$ cat src/rtl/softmax_max_sub.sv
// Subtracts the row (LSA) or 8-vector group (GSA) maximum from every lane; first beat one cycle after the last accept.
// in_ready drops for the whole emit phase; out_data/max_out hold while out_ready is low.
module softmax_max_sub #(
    parameter int bw          = 8,
    parameter int softmax_col = 8,
    parameter int group       = 8
) (
    input  logic                      clk,
    input  logic                      reset,
    input  logic [1:0]                mode,
    input  logic                      clear,
    input  logic                      in_valid,
    input  logic [bw*softmax_col-1:0] in_data,
    output logic                      in_ready,
    output logic                      out_valid,
    output logic [bw*softmax_col-1:0] out_data,
    input  logic                      out_ready,
    output logic [bw-1:0]             max_out,
    output logic                      busy
);
    localparam int DW = bw * softmax_col;
    localparam int CW = $clog2(group);

    typedef enum logic [1:0] {IDLE, COLLECT, EMIT} state_t;

    state_t               state;
    logic [DW-1:0]        vec_buf [group];
    logic signed [bw-1:0] gmax;
    logic signed [bw-1:0] in_max;
    logic signed [bw-1:0] grp_max;
    logic [CW-1:0]        cnt;
    logic [CW-1:0]        idx;
    logic [CW-1:0]        last_idx;
    logic                 cur_mode;
    logic                 accept;

    assign accept = in_valid && in_ready;

    always_comb begin
        in_max = $signed(in_data[bw-1:0]);
        for (int i = 1; i < softmax_col; i++) begin
            if ($signed(in_data[bw*i +: bw]) > in_max) begin
                in_max = $signed(in_data[bw*i +: bw]);
            end
        end
        grp_max = (in_max > gmax) ? in_max : gmax;
    end

    // (bw+1)-bit difference always lands in 0..2^bw-1, so the low bits are exact.
    always_comb begin
        logic [bw:0] diff;
        diff     = '0;
        out_data = '0;
        for (int i = 0; i < softmax_col; i++) begin
            diff = {gmax[bw-1], gmax} - {vec_buf[idx][bw*i+bw-1], vec_buf[idx][bw*i +: bw]};
            out_data[bw*i +: bw] = diff[bw-1:0];
        end
    end

    assign max_out  = gmax;
    assign busy     = (state != IDLE);
    assign last_idx = cur_mode ? CW'(group - 1) : '0;

    always_ff @(posedge clk or negedge reset) begin
        if (!reset) begin
            state     <= IDLE;
            gmax      <= '0;
            cnt       <= '0;
            idx       <= '0;
            cur_mode  <= 1'b0;
            in_ready  <= 1'b0;
            out_valid <= 1'b0;
            for (int k = 0; k < group; k++) begin
                vec_buf[k] <= '0;
            end
        end else if (clear) begin
            state     <= IDLE;
            cnt       <= '0;
            idx       <= '0;
            in_ready  <= 1'b1;
            out_valid <= 1'b0;
        end else begin
            case (state)
                IDLE: begin
                    in_ready <= 1'b1;
                    if (accept) begin
                        vec_buf[0] <= in_data;
                        gmax       <= in_max;
                        cur_mode   <= (mode == 2'd1);
                        idx        <= '0;
                        if (mode == 2'd1) begin
                            state <= COLLECT;
                            cnt   <= CW'(1);
                        end else begin
                            state     <= EMIT;
                            in_ready  <= 1'b0;
                            out_valid <= 1'b1;
                        end
                    end
                end
                COLLECT: begin
                    if (accept) begin
                        vec_buf[cnt] <= in_data;
                        gmax         <= grp_max;
                        cnt          <= cnt + CW'(1);
                        if (cnt == CW'(group - 1)) begin
                            state     <= EMIT;
                            cnt       <= '0;
                            idx       <= '0;
                            in_ready  <= 1'b0;
                            out_valid <= 1'b1;
                        end
                    end
                end
                EMIT: begin
                    if (out_ready) begin
                        if (idx == last_idx) begin
                            state     <= IDLE;
                            idx       <= '0;
                            out_valid <= 1'b0;
                            in_ready  <= 1'b1;
                        end else begin
                            idx <= idx + CW'(1);
                        end
                    end
                end
                default: state <= IDLE;
            endcase
        end
    end
endmodule

$ cat config.mk
export PLATFORM = sky130hd
export DESIGN_NAME = softmax_max_sub
export DESIGN_NICKNAME = d
export VERILOG_FILES = /design/src/rtl/softmax_max_sub.sv
export SDC_FILE = /design/constraint.sdc
export NUM_CORES = 1
export LEC_CHECK = 0
export ABC_AREA = 0
export CORE_MARGIN = 5
export CORE_UTILIZATION = 40
export CTS_BUF_LIST = sky130_fd_sc_hd__clkbuf_8
export DETAILED_ROUTE_END_ITERATION = 10
export HOLD_SLACK_MARGIN = 0.05
export PLACE_DENSITY = 0.6
export SETUP_SLACK_MARGIN = 0.02
export SYNTH_ARGS = -nofsm -noshare
export SYNTH_HDL_FRONTEND = slang
export SYNTH_SLANG_ARGS = --single-unit
$ cat constraint.sdc
create_clock -name clk -period 14.1 [get_ports clk]
set_input_delay 2.82 -clock clk [delete_from_list [all_inputs] [get_ports clk]]
set_output_delay 2.82 -clock clk [all_outputs]
set_load 0.03 [all_outputs]
# [After elaboration in Yosys (flattened, before gate mapping)]
# Cells that the tools add are included.
[word_totals] regBits=531 input_bits=71 output_inout_bits=75 wordCells=128
[classes] add_sub_neg=10 magnitude_cmp=11 eq_ne=15 n_mux=58 n_bitwise=3 reduce_logical=16
[op_table] cell="$bwmux W512" n=1
[op_table] cell="$mux W512" n=1
[op_table] cell="$mux W64" n=4
[op_table] cell="$bmux W64 S3" n=1
[op_table] cell="$demux W64 S3" n=1
[op_table] cell="$pmux W64 S2" n=1
[op_table] cell="$mux W8" n=10
[op_table] cell="$gt A8 B8 Y1" n=8
[op_table] cell="$sub A8 B8 Y8" n=8
[op_table] cell="$mux W3" n=12
[op_table] cell="$ne A3 B3 Y1 const B" n=7
[op_table] cell="$reduce_and A5 Y1" n=4
[op_table] cell="$pmux W8 S2" n=1
[op_table] cell="$mux W1" n=14
[op_table] cell="$mux W2" n=7
[op_table] cell="$pmux W3 S3" n=1
[op_table] cell="$ge A4 B4 Y1 const B" n=2
[op_table] cell="$not A3 Y4" n=2
[op_table] cell="$reduce_and A4 Y1" n=2
[op_table] cell="$reduce_and A7 Y1" n=1
[op_table] cell="$add A3 B1 Y3 const B" n=2
[op_table] cell="$ne A2 B2 Y1 const B" n=3
[op_table] cell="$pmux W1 S3" n=2
[op_table] cell="$pmux W2 S3" n=1
[op_table] cell="13 further kinds" n=17

# [Depth between registers and ports, before layout]
# Gate-level depths: netlist (run 1).
[logic_depth] word_depth=18 mapped_depth=82 depth_no_buf=78

# [Worst setup path before layout (run 1)]
# No wires, ideal clock.
[synth_timing] kind="input -> register" startpoint="input in_data[7]" endpoint="register gmax[2] (netlist: max_out[2])" setup_time_ns=0.118 arrival_ns=17.192 required_ns=13.982 setup_slack_ns=-3.210 path_stages=76 n_path_buf=4 cell_sequence="inv_1 ha_1 buf_4 nand4_1 o221a_4 a31o_2 nor2_1 mux2_2 ha_1 o21bai_1 nand4_1 nor4_1 o21ai_0 a211oi_1 a211oi_1 nor2_1 mux2i_1 ha_1 [40 not listed] nor2b_1 o21ai_0 a21oi_1 a21oi_1 mux2_2 ha_1 nor2b_1 o21a_1 o21ai_0 nand2b_1 a21oi_1 nor2b_1 o21ai_0 a21oi_1 o21ai_0 nor2_1 a22o_1 a21o_1"
[synth_between] elab_chain_cells=17 word_cells_on_any_way=21 classes_between="8 x order compare; 1 x eq/ne; 11 x mux; 1 x reduce/logical"
[synth_rtl] element="from (decl)" line="13" source="input logic [bw*softmax_col-1:0] in_data,"
[synth_rtl] element="$gt A8 B8 Y1" line="42" source="if ($signed(in_data[bw*i +: bw]) > in_max) begin"
[synth_rtl] element="$mux W8 *" line="42"
[synth_rtl] element="$gt A8 B8 Y1" line="42"
[synth_rtl] element="$mux W8 *" line="42"
[synth_rtl] element="$gt A8 B8 Y1" line="42"
[synth_rtl] element="$mux W8 *" line="42"
[synth_rtl] element="$gt A8 B8 Y1" line="42"
[synth_rtl] element="$mux W8 *" line="42"
[synth_rtl] element="$gt A8 B8 Y1" line="42"
[synth_rtl] element="$mux W8 *" line="42"
[synth_rtl] element="$gt A8 B8 Y1" line="42"
[synth_rtl] element="$mux W8 *" line="42"
[synth_rtl] element="$gt A8 B8 Y1" line="42"
[synth_rtl] element="$mux W8 *" line="42"
[synth_rtl] element="$gt A8 B8 Y1 or $mux W8 (tied branches)" line="46" source="grp_max = (in_max > gmax) ? in_max : gmax;"
[synth_rtl] element="$ne A2 B2 Y1 (no line) or $mux W8 (tied branches)"
[synth_rtl] element="$reduce_and A5 Y1 (no line) or $pmux W8 S2 (tied branches)"
[synth_rtl] element="to (signal assigned)" line="88" source="gmax <= in_max;"
[synth_rtl] element="to (signal assigned)" line="104" source="gmax <= grp_max;"
[synth_rtl] element="to (decl)" line="28" source="logic signed [bw-1:0] gmax;"
# Mark *: on every way between the ends. The rest lies on a longest branch, timed or not. The select of a mux whose other input is x is not followed.
# A chain may end at the register's enable or synchronous reset.

# [Worst setup path in the final report (run 1)]
[layout_timing] startpoint="input in_data[13]" endpoint="register gmax[1] (netlist: max_out[1])"
[layout_between] elab_chain_cells=17 word_cells_on_any_way=21 classes_between="8 x order compare; 1 x eq/ne; 11 x mux; 1 x reduce/logical"
[layout_rtl] element="$gt A8 B8 Y1" line="42"
[layout_rtl] element="$mux W8 *" line="42"
[layout_rtl] element="$gt A8 B8 Y1" line="42"
[layout_rtl] element="$mux W8 *" line="42"
[layout_rtl] element="$gt A8 B8 Y1" line="42"
[layout_rtl] element="$mux W8 *" line="42"
[layout_rtl] element="$gt A8 B8 Y1" line="42"
[layout_rtl] element="$mux W8 *" line="42"
[layout_rtl] element="[2 not listed]"
[layout_rtl] element="$gt A8 B8 Y1" line="42"
[layout_rtl] element="$mux W8 *" line="42"
[layout_rtl] element="$gt A8 B8 Y1" line="42"
[layout_rtl] element="$mux W8 *" line="42"
[layout_rtl] element="$mux W8 *" line="46"
[layout_rtl] element="named net grp_max[1]" line="30" source="logic signed [bw-1:0] grp_max;"
[layout_rtl] element="$mux W8 *" line="102" source="if (accept) begin"
[layout_rtl] element="$pmux W8 S2 *" line="83" source="case (state)"
# The timed path passes the listed nets; every way through them passes the cells marked *. The select of a mux whose other input is x is not followed.

==> summary.txt, run 1 <==
first-pass GRT wire length: 129,600 um
H-tree levels: 3
R2R cell count: 8
Async SR Flop Fraction: 1.000
met3 routed WL: 3266 um
Tot GR Track Use: 0.2158
setup ws final: -0.9779 ns
Core Rows: 97
total wire length: 83,160 um
# IOs: 146
share of layout cells above drive strength 1: 0.3785
Congestion Overflow GR: 0
FF-to-FF End: out_valid
period utilization: 1.069
Cells after Synth: 2,262
Worst Setup End Kind: flip-flop
CTS clk-pin slew, worst paths: 0.07 ns
Cell Area, Synth: 28,340 um^2
Hold WS: 0.4778 ns
Layout area overhead: 22.87%
Synth Flop Type: dfrtp_1
IO buf count: 145
Initial Util: 0.4039
sequential fraction of the synthesis area: 0.4689
average size of a mapped cell: 12.53 um^2
Final Util: 0.4963
CTS tree: done
Rel. slew slack: 0.2728
drc violations: 0
EDFF count, synth: 0
Yosys top cell area share: 0.4689
Synth Area in Simple Gates: 0.05731
Syn Nets: 2,457
core area: 70,150 um^2
Worst Hold Endpoint: vec_buf[300]
drt wl/cell: 23.09 um
met1 wire length: 36,800 um
Setup TNS: -7.178 ns
RSZ-0062 raised after global routing: true
Fill cells: 6,229
Worst Skew: 0.02152 ns
multiplexer share of the synthesized area: 0.2818
crit path launch type: input port
failing checks: negative setup slack
CP required: 14.68 ns
initial antenna violation count: 5
die area: 76,260 um^2
Fin. Hold Viols: 0
fin crit period: 15.08 ns
Die Width: 276.2 um
VDD IR max: 224.6 uV
hold path start: vec_buf[300]
Synth Area in Compound Gates: 0.08509
vias in the first global route: 21,370
largest area contributor in the netlist: dfrtp_1
CTS sink cnt: 531
flop-to-flop setup slack: 10.73 ns
Pwr Total: 7539 uW
Crit path arrival time: 15.66 ns
min-delay worst type: reg -> reg
master of the slowest instance on the critical path: or4_4
Synth Area in Adders: 0.05727
largest family of logic cells by synthesized area: multiplexers
total number of vias: 19,900
drt first pass iters: 5
Yosys reg bits: 531
initial DRC count: 1,247
Die Ht: 276.2 um
Vias/cell: 5.526
Layout Cells excl Fill: 3,601
count of pins over their slew limit: 0
top sig layer: met5
GP Congestion: 0.8905
Final ANT Viol Nets: 0
Unique masters post-synth: 79
count leader, synth: dfrtp_1
Layout Nets: 2,783
clock latency on the worst-skew pair: 0.69 ns
worst-path fanout max: 6
CTS Buf Count: 94
Final setup viols: 8
largest net degree at the start of global routing: 86
RR Startpoint: idx[2]
slowest stage delay, CP: 0.53 ns
max cap viols: 0
number of synthesis warnings: 0
fmax: 0.06632 GHz
Root Buffer: clkbuf_8
Leak: 0.01618 uW
WL met2: 41,210 um
xor and xnor area share after synthesis: 0.01978
Synth area leaders: dfrtp_1, mux2_2, mux4_2, ha_1, o21ai_0
critical path class: in -> reg
Cells after DPL: 3,397
PwrDens: 216.5 nW/um^2
post-DP HPWL: 53,380 um
commonest cells in the netlist: dfrtp_1, mux2_2, o21ai_0
Hold Crit Depth: 2
Tightest Pin Transition: 1.091 ns
status: complete, but fails checks
clk buf depth: 3
==> registers in the layout, summed over array words and instances (netlist names) <==
| name | cells |
|---|---|
| cnt | 3 |
| max_out | 8 |
| out_valid | 1 |
| idx | 3 |
| in_ready | 1 |
| cur_mode | 1 |
| vec_buf | 512 |
| state | 2 |
==> metal layers <==
layer / track usage / vias up
li1: - / 8969
met1: 0.2892 / 10360
met2: 0.3686 / 432
met3: 0.03476 / 131
met4: 0.05622 / 2
met5: 0 / -
==> area by class of cell <==
class	instances	area [um^2]	share of cell area
Antenna cell	3	7.507	0.0002156
Clock buffer	112	1541	0.04428
Clock inverter	54	382.9	0.01100
Inverter	88	347.8	0.009991
Multi-Input combinational cell	1511	14940	0.4291
Sequential cell	531	13300	0.3820
Tap cell	940	1176	0.03378
Timing Repair Buffer	362	3123	0.08970
==> critical path, delay by kind of cell <==
kind                     cells  cell delay (ns)
buffers and inverters        9             1.15
AO/OA/AOI/OAI               25             4.38
multiplexers                 6             1.74
AND/OR/NAND/NOR             22             3.72
adder cells (fa/ha/maj)      8             1.82
==> cell usage in the layout, fill, tap and decap left out, types with 12 or more instances in the layout <==
cell and n:
mux4_2 128, nand2_1 180, xnor2_1 40, nand2b_1 25, clkdlybuf4s50_1 128, dfrtp_1 528
buf_6 13, a21oi_1 34, mux2_2 378, xor2_1 24, nand3_1 12, mux2i_1 60
ha_4 19, o31ai_1 18, inv_1 107, buf_4 208, o21a_1 12, ha_1 95
o21ai_1 21, a21o_1 41, nor2_1 27, nor2b_1 26, clkbuf_8 112, o21ai_0 176
==> cells by family after synthesis <==
logic type      Yosys count
compound gates          386
xor+xnor                 64
fa+ha+maj               125
buf+inv                 221
flops                   531
mux                     589
simple gates            346
==> power breakdown <==
| part | internal (uW) | switching [uW] |
|---|---|---|
| registers | 1700 | 139 |
| clock network | 812 | 658 |
| logic | 1900 | 2330 |
| total | 4420 | 3120 |
==> worst max path at each step <==
stage                           start    endpoint  slack (ns)  cells after the start
final                     in_data[13]  max_out[1]       -0.98                     70
after CTS                  in_data[7]  max_out[2]       -1.03                     79
after global placement     in_data[7]  max_out[2]       -1.97                     75
after global routing       in_data[6]  max_out[1]       -1.56                     75
after floorplan            in_data[7]  max_out[2]       -1.26                     77
after detailed placement   in_data[7]  max_out[2]       -2.43                     75
==> stage by stage <==
stage                     cell area (um^2)  setup slack (ns)
after floorplan                      28620            -1.257
after global placement               32150            -1.966
after detailed placement             32150            -2.430
after CTS                            34560            -1.035
after global routing                 34810            -1.561
final                                34820           -0.9779
==> what timing repair did <==
item / 4_1_cts / 5_1_grt
hold buffers: 0 / 0
endpoints found under the setup margin: 8 / 8
cloned: 1 / 0
hold endpoints to repair: 0 / 0
setup buffers: 22 / 13
gates resized for setup: 113 / 51
pin swaps: 63 / 48
Note: power is estimated with default switching activity, not from simulation.
==> run 2, diff against run 1 <==
ABC_AREA = 1   (was 0)
HOLD_SLACK_MARGIN = default   (was 0.05)
SLEW_MARGIN = 20   (was default)
==> summary.txt, run 2 <==
Die Width: 272.8 um (-1.2%)
core area: 68,590 um^2 (-2.2%)
critical path class: in -> reg
Die Ht: 272.8 um (-1.2%)
Rel. slew slack: 0.2955 (+0.02270)
CTS tree: done
EDFF count, synth: 0 (unchanged)
GP Congestion: 0.8810 (-1.1%)
Initial Util: 0.4027 (-0.001187)
Cells after Synth: 3,390 (+50%)
post-DP HPWL: 52,190 um (-2.2%)
Root Buffer: clkbuf_8
RR Startpoint: state[1]
H-tree levels: 3 (unchanged)
fmax: 0.07635 GHz (+15%)
Tightest Pin Transition: 1.057 ns (-0.03405 ns)
Synth Flop Type: dfrtp_1
Async SR Flop Fraction: 1.000 (unchanged)
Syn Nets: 3,585 (+46%)
drt first pass iters: 6 (+1)
Sw Pwr: 3718 uW (+19%)
sequential fraction of the synthesis area: 0.4810 (+0.01211)
total wire length: 87,980 um (+5.8%)
Final Util: 0.4704 (-0.02586)
Congestion Overflow GR: 0 (unchanged)
PwrDens: 250.1 nW/um^2 (+15%)
CP bufs+invs: 12 (+3)
worst-path fanout max: 8 (+2)
period utilization: 0.9288 (-0.1405)
initial antenna violation count: 0 (-5)
Worst Setup End Kind: flip-flop
IO buf count: 145 (unchanged)
Crit path arrival time: 13.74 ns (-1.92 ns)
Internal Power: 4352 uW (-1.4%)
Flop pwr share: 0.233 (-0.011)
CTS clk-pin slew, worst paths: 0.07 ns (about the same)
die area: 74,410 um^2 (-2.4%)
max FFs per register: 512 (unchanged)
hold_buf cts: 0 (unchanged)
Final ANT Viol Nets: 0 (unchanged)
hold path start: vec_buf[384]
Core Rows: 96 (-1.0%)
Worst Skew: 0.04867 ns (+0.02715 ns)
# IOs: 146 (unchanged)
Setup TNS: 0 ns (+7.178 ns)
count of pins over their slew limit: 0 (unchanged)
Layout Nets: 3,699 (+33%)
Cells after DPL: 4,322 (+27%)
max cap viols: 0 (unchanged)
drc violations: 0 (unchanged)
first-pass GRT wire length: 136,400 um (+5.2%)
vias in the first global route: 23,320 (+9.1%)
Vias/cell: 5.408 (-2.1%)
slowest stage delay, CP: 0.49 ns (-0.04 ns)
CP dominant cell by count: nand2_1
drt wl/cell: 19.51 um (-16%)
master of the slowest instance on the critical path: clkdlybuf4s50_1
clock share of power: 0.182 (-0.013)
largest net degree at the start of global routing: 176 (+100%)
Sw Share: 0.4607 (+0.04641)
CTS Buf Count: 93 (-1.1%)
commonest non-fill, non-tap cell in the layout: o21ai_0
status: completed
VDD IR max: 368.3 uV (+64%)
commonest cells in the netlist: o21ai_0, nand2_1, dfrtp_1
Unique masters post-synth: 37 (-53%)
Fill cells: 6,804 (+9.2%)
fin crit period: 13.10 ns (-1.981 ns)
power share of the combinational group: 0.585 (+0.024)
Crit path max-delay family: simple AND/OR/NAND/NOR gates
Hold WS: 0.4779 ns (+0.0001260 ns)
share of layout cells above drive strength 1: 0.08941 (-0.2891)
Layout area overhead: 16.81%
number of synthesis warnings: 0 (unchanged)
Biggest register: vec_buf
Tot GR Track Use: 0.2312 (+0.01537)
CP required: 14.74 ns (+0.06 ns)
crit path launch type: input port
total number of vias: 24,390 (+23%)
count leader, synth: o21ai_0
Yosys top cell area share: 0.4810 (+0.01211)
Leak: 0.01523 uW (-5.8%)
CTS sink cnt: 531 (unchanged)
Yosys reg bits: 531 (unchanged)
most frequent cells in the layout: o21ai_0, nand2_1, dfrtp_1
Cell Area, Synth: 27,620 um^2 (-2.5%)
Synth area leaders: dfrtp_1, o21ai_0, nand2_1, ha_1, nor2_1
antenna fix cells: 0 (-3)
Layout Cells excl Fill: 4,510 (+25%)
min-delay worst type: reg -> reg
clock latency on the worst-skew pair: 0.70 ns (about the same)
initial DRC count: 2,171 (+74%)
average size of a mapped cell: 8.148 um^2 (-35%)
dpl ws: -0.7194 ns (+1.710 ns)
Fin. Hold Viols: 0 (unchanged)
setup ws final: 1.003 ns (+1.981 ns)
largest area contributor in the netlist: dfrtp_1
clk buf depth: 3 (unchanged)
Final setup viols: 0 (-8)
Critical path origin: in_data[1]
-- run 2: cell types whose count changed after synthesis, moves of 32 or more --
cell,previous run,this run
o21ai_0,191,886
nand2_1,185,709
mux2_2,387,0
nor2_1,34,321
mux4_2,128,0
clkbuf_1,103,210
inv_1,86,175
mux2i_1,73,0
o22ai_1,1,72
o221ai_1,2,51
a21o_1,41,3
nand4_1,8,43
xnor2_1,40,8
-- run 2: power by group through the flow --
| stage | Sequential (uW) | Clock (uW) | Combinational [uW] |
|---|---|---|---|
| 2_1_floorplan | 1890 | 0 | 2960 |
| 6_report | 1880 | 1470 | 4720 |
| 4_1_cts | 1880 | 1500 | 4630 |
| 5_1_grt | 1900 | 1570 | 5190 |
| 3_5_place_dp | 1900 | 0 | 4610 |
| 3_3_place_gp | 1900 | 0 | 4590 |
-- run 2: stage by stage --
stage               instance area [um^2]  total power, uW
global placement                   30060             6490
detailed placement                 30060             6517
global route                       32270             8674
finish                             32270             8069
CTS                                31970             8017
floorplan                          27620             4855
-- run 2: routing by layer --
metal | routed length, um | vias to the layer above | GRT usage
met5 | 0 | - | 0
met4 | 2208 | 0 | 0.06724
met3 | 4577 | 120 | 0.03327
met2 | 42500 | 708 | 0.3935
met1 | 38690 | 11870 | 0.3088
li1 | - | 11690 | -
-- run 2: what timing repair did --
| item | 4_1_cts | 5_1_grt |
|---|---|---|
| resized for setup | 0 | 57 |
| setup buffers | 0 | 13 |
| endpoints found under the setup margin | 0 | 8 |
-- run 2: worst register-to-register path, delay by kind of cell, from the launching register on --
| kind | cells | cell delay (ns) |
|---|---|---|
| AND/OR/NAND/NOR | 4 | 1.74 |
| buffers and inverters | 4 | 0.96 |
| adder cells (fa/ha/maj) | 1 | 0.40 |
| flip-flops | 1 | 0.38 |
| AO/OA/AOI/OAI | 1 | 0.09 |
-- run 2: logic make-up (layout without fill, tap and decap cells) --
group,Yosys count,count (layout),synth area share
AO/OA/AOI/OAI,1102,1102,0.2125
flip-flops,531,531,0.4810
AND/OR/NAND/NOR,1165,1170,0.1740
XOR/XNOR,56,56,0.01776
adder cells (fa/ha/maj),124,124,0.05834
buffers and inverters,412,596,0.05635
-- run 2: layout make-up --
type | count | area [um^2] | share of cell area
multi-input cells | 2452 | 13020 | 0.4035
inverters | 196 | 748.2 | 0.02319
repair buffers | 230 | 2120 | 0.06569
clock buffers | 111 | 1528 | 0.04735
clock inverters | 59 | 387.9 | 0.01202
flip-flops and latches | 531 | 13300 | 0.4122
well taps | 931 | 1165 | 0.03610
-- run 2: worst paths after layout --
path | to | slack, ns | depth (start not counted)
setup reg to reg | vec_buf[278] | 10.37 | 10
min in group asynchronous | in_ready | 2.14 | 1
max in group asynchronous | vec_buf[414] | 9.61 | 3
setup / recovery | max_out[5] | 1.00 | 82
hold / removal | vec_buf[384] | 0.48 | 2
hold reg to reg | vec_buf[384] | 0.48 | 2
==> run 3, diff against run 2 <==
PLACE_DENSITY = 0.62   (was 0.6)
clock period = 12 ns   (was 14.1 ns; I/O delays follow)
==> summary.txt, run 3 (same netlist as run 2, synthesis figures left out) <==
largest net degree at the start of global routing: 157 (-11%)
crit path launch type: input port
Worst Setup End Kind: flip-flop
share of layout cells above drive strength 1: 0.1501 (+0.06070)
Hold WS: 0.4769 ns (-0.001016 ns)
flop-to-flop setup slack: 8.08 ns (-2.29 ns)
GP Congestion: 0.8764 (-0.52%)
Layout Nets: 3,810 (+3.0%)
Fill cells: 6,607 (-2.9%)
total number of vias: 24,730 (+1.4%)
Rel. slew slack: 0.2588 (-0.03674)
clock latency on the worst-skew pair: 0.68 ns (-0.02 ns)
Crit path arrival time: 12.34 ns (-1.40 ns)
drt first pass iters: 7 (+1)
count of pins over their slew limit: 0 (unchanged)
PwrDens: 305.4 nW/um^2 (+22%)
Tightest Pin Transition: 1.112 ns (+0.05510 ns)
master of the slowest instance on the critical path: ha_1
R2R cell count: 10 (unchanged)
first-pass GRT wire length: 137,500 um (+0.86%)
initial antenna violation count: 2 (+2)
core area: 68,590 um^2 (unchanged)
fin area: 33,860 um^2 (+4.9%)
RR Startpoint: state[1]
setup ws final: 0.2006 ns (-0.8027 ns)
period utilization: 0.9833
Hold Crit Depth: 2 (unchanged)
multi-input logic area: 13,660 um^2 (+4.9%)
critical path class: in -> reg
Cells after DPL: 4,424 (+2.4%)
Die Width: 272.8 um (unchanged)
Layout area overhead: 22.56%
worst-path fanout max: 8 (unchanged)
Biggest register: vec_buf
fin crit period: 11.80 ns
Critical path origin: in_data[13]
dpl ws: -1.192 ns (-0.4727 ns)
crit path capture: max_out[1]
Final setup viols: 0 (unchanged)
CTS clk-pin slew, worst paths: 0.05 ns (-0.02 ns)
Layout Cells excl Fill: 4,617 (+2.4%)
CTS sink cnt: 531 (unchanged)
Final ANT Viol Nets: 0 (unchanged)
drt wl/cell: 19.32 um (-0.96%)
H-tree levels: 3 (unchanged)
Leak: 0.01594 uW (+4.6%)
CP required: 12.54 ns (-2.20 ns)
hold_buf cts: 0 (unchanged)
Worst Skew: 0.03290 ns (-0.01577 ns)
Core Rows: 96 (unchanged)
Congestion Overflow GR: 0 (unchanged)
fmax: 0.08475 GHz
Fin. Hold Viols: 0 (unchanged)
FF-to-FF End: vec_buf[408]
clk buf depth: 3 (unchanged)
CTS tree: done
CP dominant cell by count: nand2_2
status: completed
register area: 13,300 um^2 (unchanged)
max FFs per register: 512 (unchanged)
Die Ht: 272.8 um (unchanged)
max cap viols: 0 (unchanged)
Root Buffer: clkbuf_8
die area: 74,410 um^2 (unchanged)
total wire length: 89,200 um (+1.4%)
post-DP HPWL: 53,650 um (+2.8%)
commonest non-fill, non-tap cell in the layout: o21ai_0
drc violations: 0 (unchanged)
min-delay worst type: reg -> reg
initial DRC count: 2,303 (+6.1%)
Placed Instance Area: 31,090 um^2 (+3.4%)
Tot GR Track Use: 0.2339 (+0.002719)
vias in the first global route: 23,620 (+1.3%)
most frequent cells in the layout: o21ai_0, nand2_1, dfrtp_1
# IOs: 146 (unchanged)
Vias/cell: 5.356 (-0.96%)
VDD IR max: 338.6 uV (-8.1%)
Pwr Total: 10,340 uW (+28%)
CTS Buf Count: 92 (-1.1%)
slowest stage delay, CP: 0.33 ns (-0.16 ns)
RSZ-0062 raised after global routing: true
IO buf count: 145 (unchanged)
Initial Util: 0.4027 (unchanged)
## run 3: changes by cell type in the layout (fill, tap and decap cells not counted), sizes merged
| cell | previous run | this run |
|---|---|---|
| clkinvlp | 2 | 1 |
| bufinv | 4 | 2 |
| diode | 0 | 2 |
| inv | 213 | 211 |
| buf | 86 | 208 |
| clkbuf | 111 | 123 |
| clkdlybuf4s50 | 144 | 128 |
| clkinv | 36 | 26 |
| dlymetal6s2s | 0 | 2 |
## run 3: where the power goes
part	internal (uW)	total, uW	switching [uW]	leakage (uW)
Combinational	2730	6450	3720	0.00760
Clock	927	1680	751	0.00108
Sequential	2040	2220	172	0.00725
Total	5700	10300	4640	0.0159
## run 3: cell type report
class	count	share of cell area
diodes	2	0.0001478
clock buffers	119	0.04838
flip-flops and latches	531	0.3928
well taps	931	0.03441
repair buffers	342	0.08918
inverters	196	0.02447
clock inverters	44	0.007022
multi-input cells	2452	0.4036
## run 3: repair_timing
item                                    4_1_cts  5_1_grt
setup buffers                                 9       14
pin swaps                                    37       89
endpoints found under the setup margin        8        8
resized for setup                            41      187
gates cloned                                  5        0
## run 3: stage by stage
stage	setup TNS, ns	util
after detailed placement	-9.482	0.4533
after global placement	-6.623	0.4533
after floorplan	-2.539	-
after global routing	-2.436	0.4936
after CTS	0	0.4840
final	0	0.4936
## run 3: how the worst min path moves through the flow
stage                            start            to  slack [ns]
final                     vec_buf[142]  vec_buf[142]        0.48
after global routing      vec_buf[132]  vec_buf[132]        0.49
after CTS                 vec_buf[185]  vec_buf[185]        0.48
after detailed placement   vec_buf[64]   vec_buf[64]        0.47
after global placement    vec_buf[415]  vec_buf[415]        0.46
after floorplan           vec_buf[100]  vec_buf[100]        0.45
## run 3: layer usage
metal,part of all wire,global-route usage,up-vias,wire length [um]
li1,-,-,11910,-
met1,0.44,0.3172,11940,39690
met2,0.46,0.3756,745,41090
met3,0.065,0.04680,137,5809
met4,0.029,0.08245,0,2608
met5,0,0,-,0
## run 3: worst max-delay path, delay by kind of cell
kind,cells,cell delay (ns)
AOI/OAI and AO/OA,20,2.70
adders and majority gates,8,2.06
buffers and inverters,8,0.75
and+or+nand+nor,40,4.43
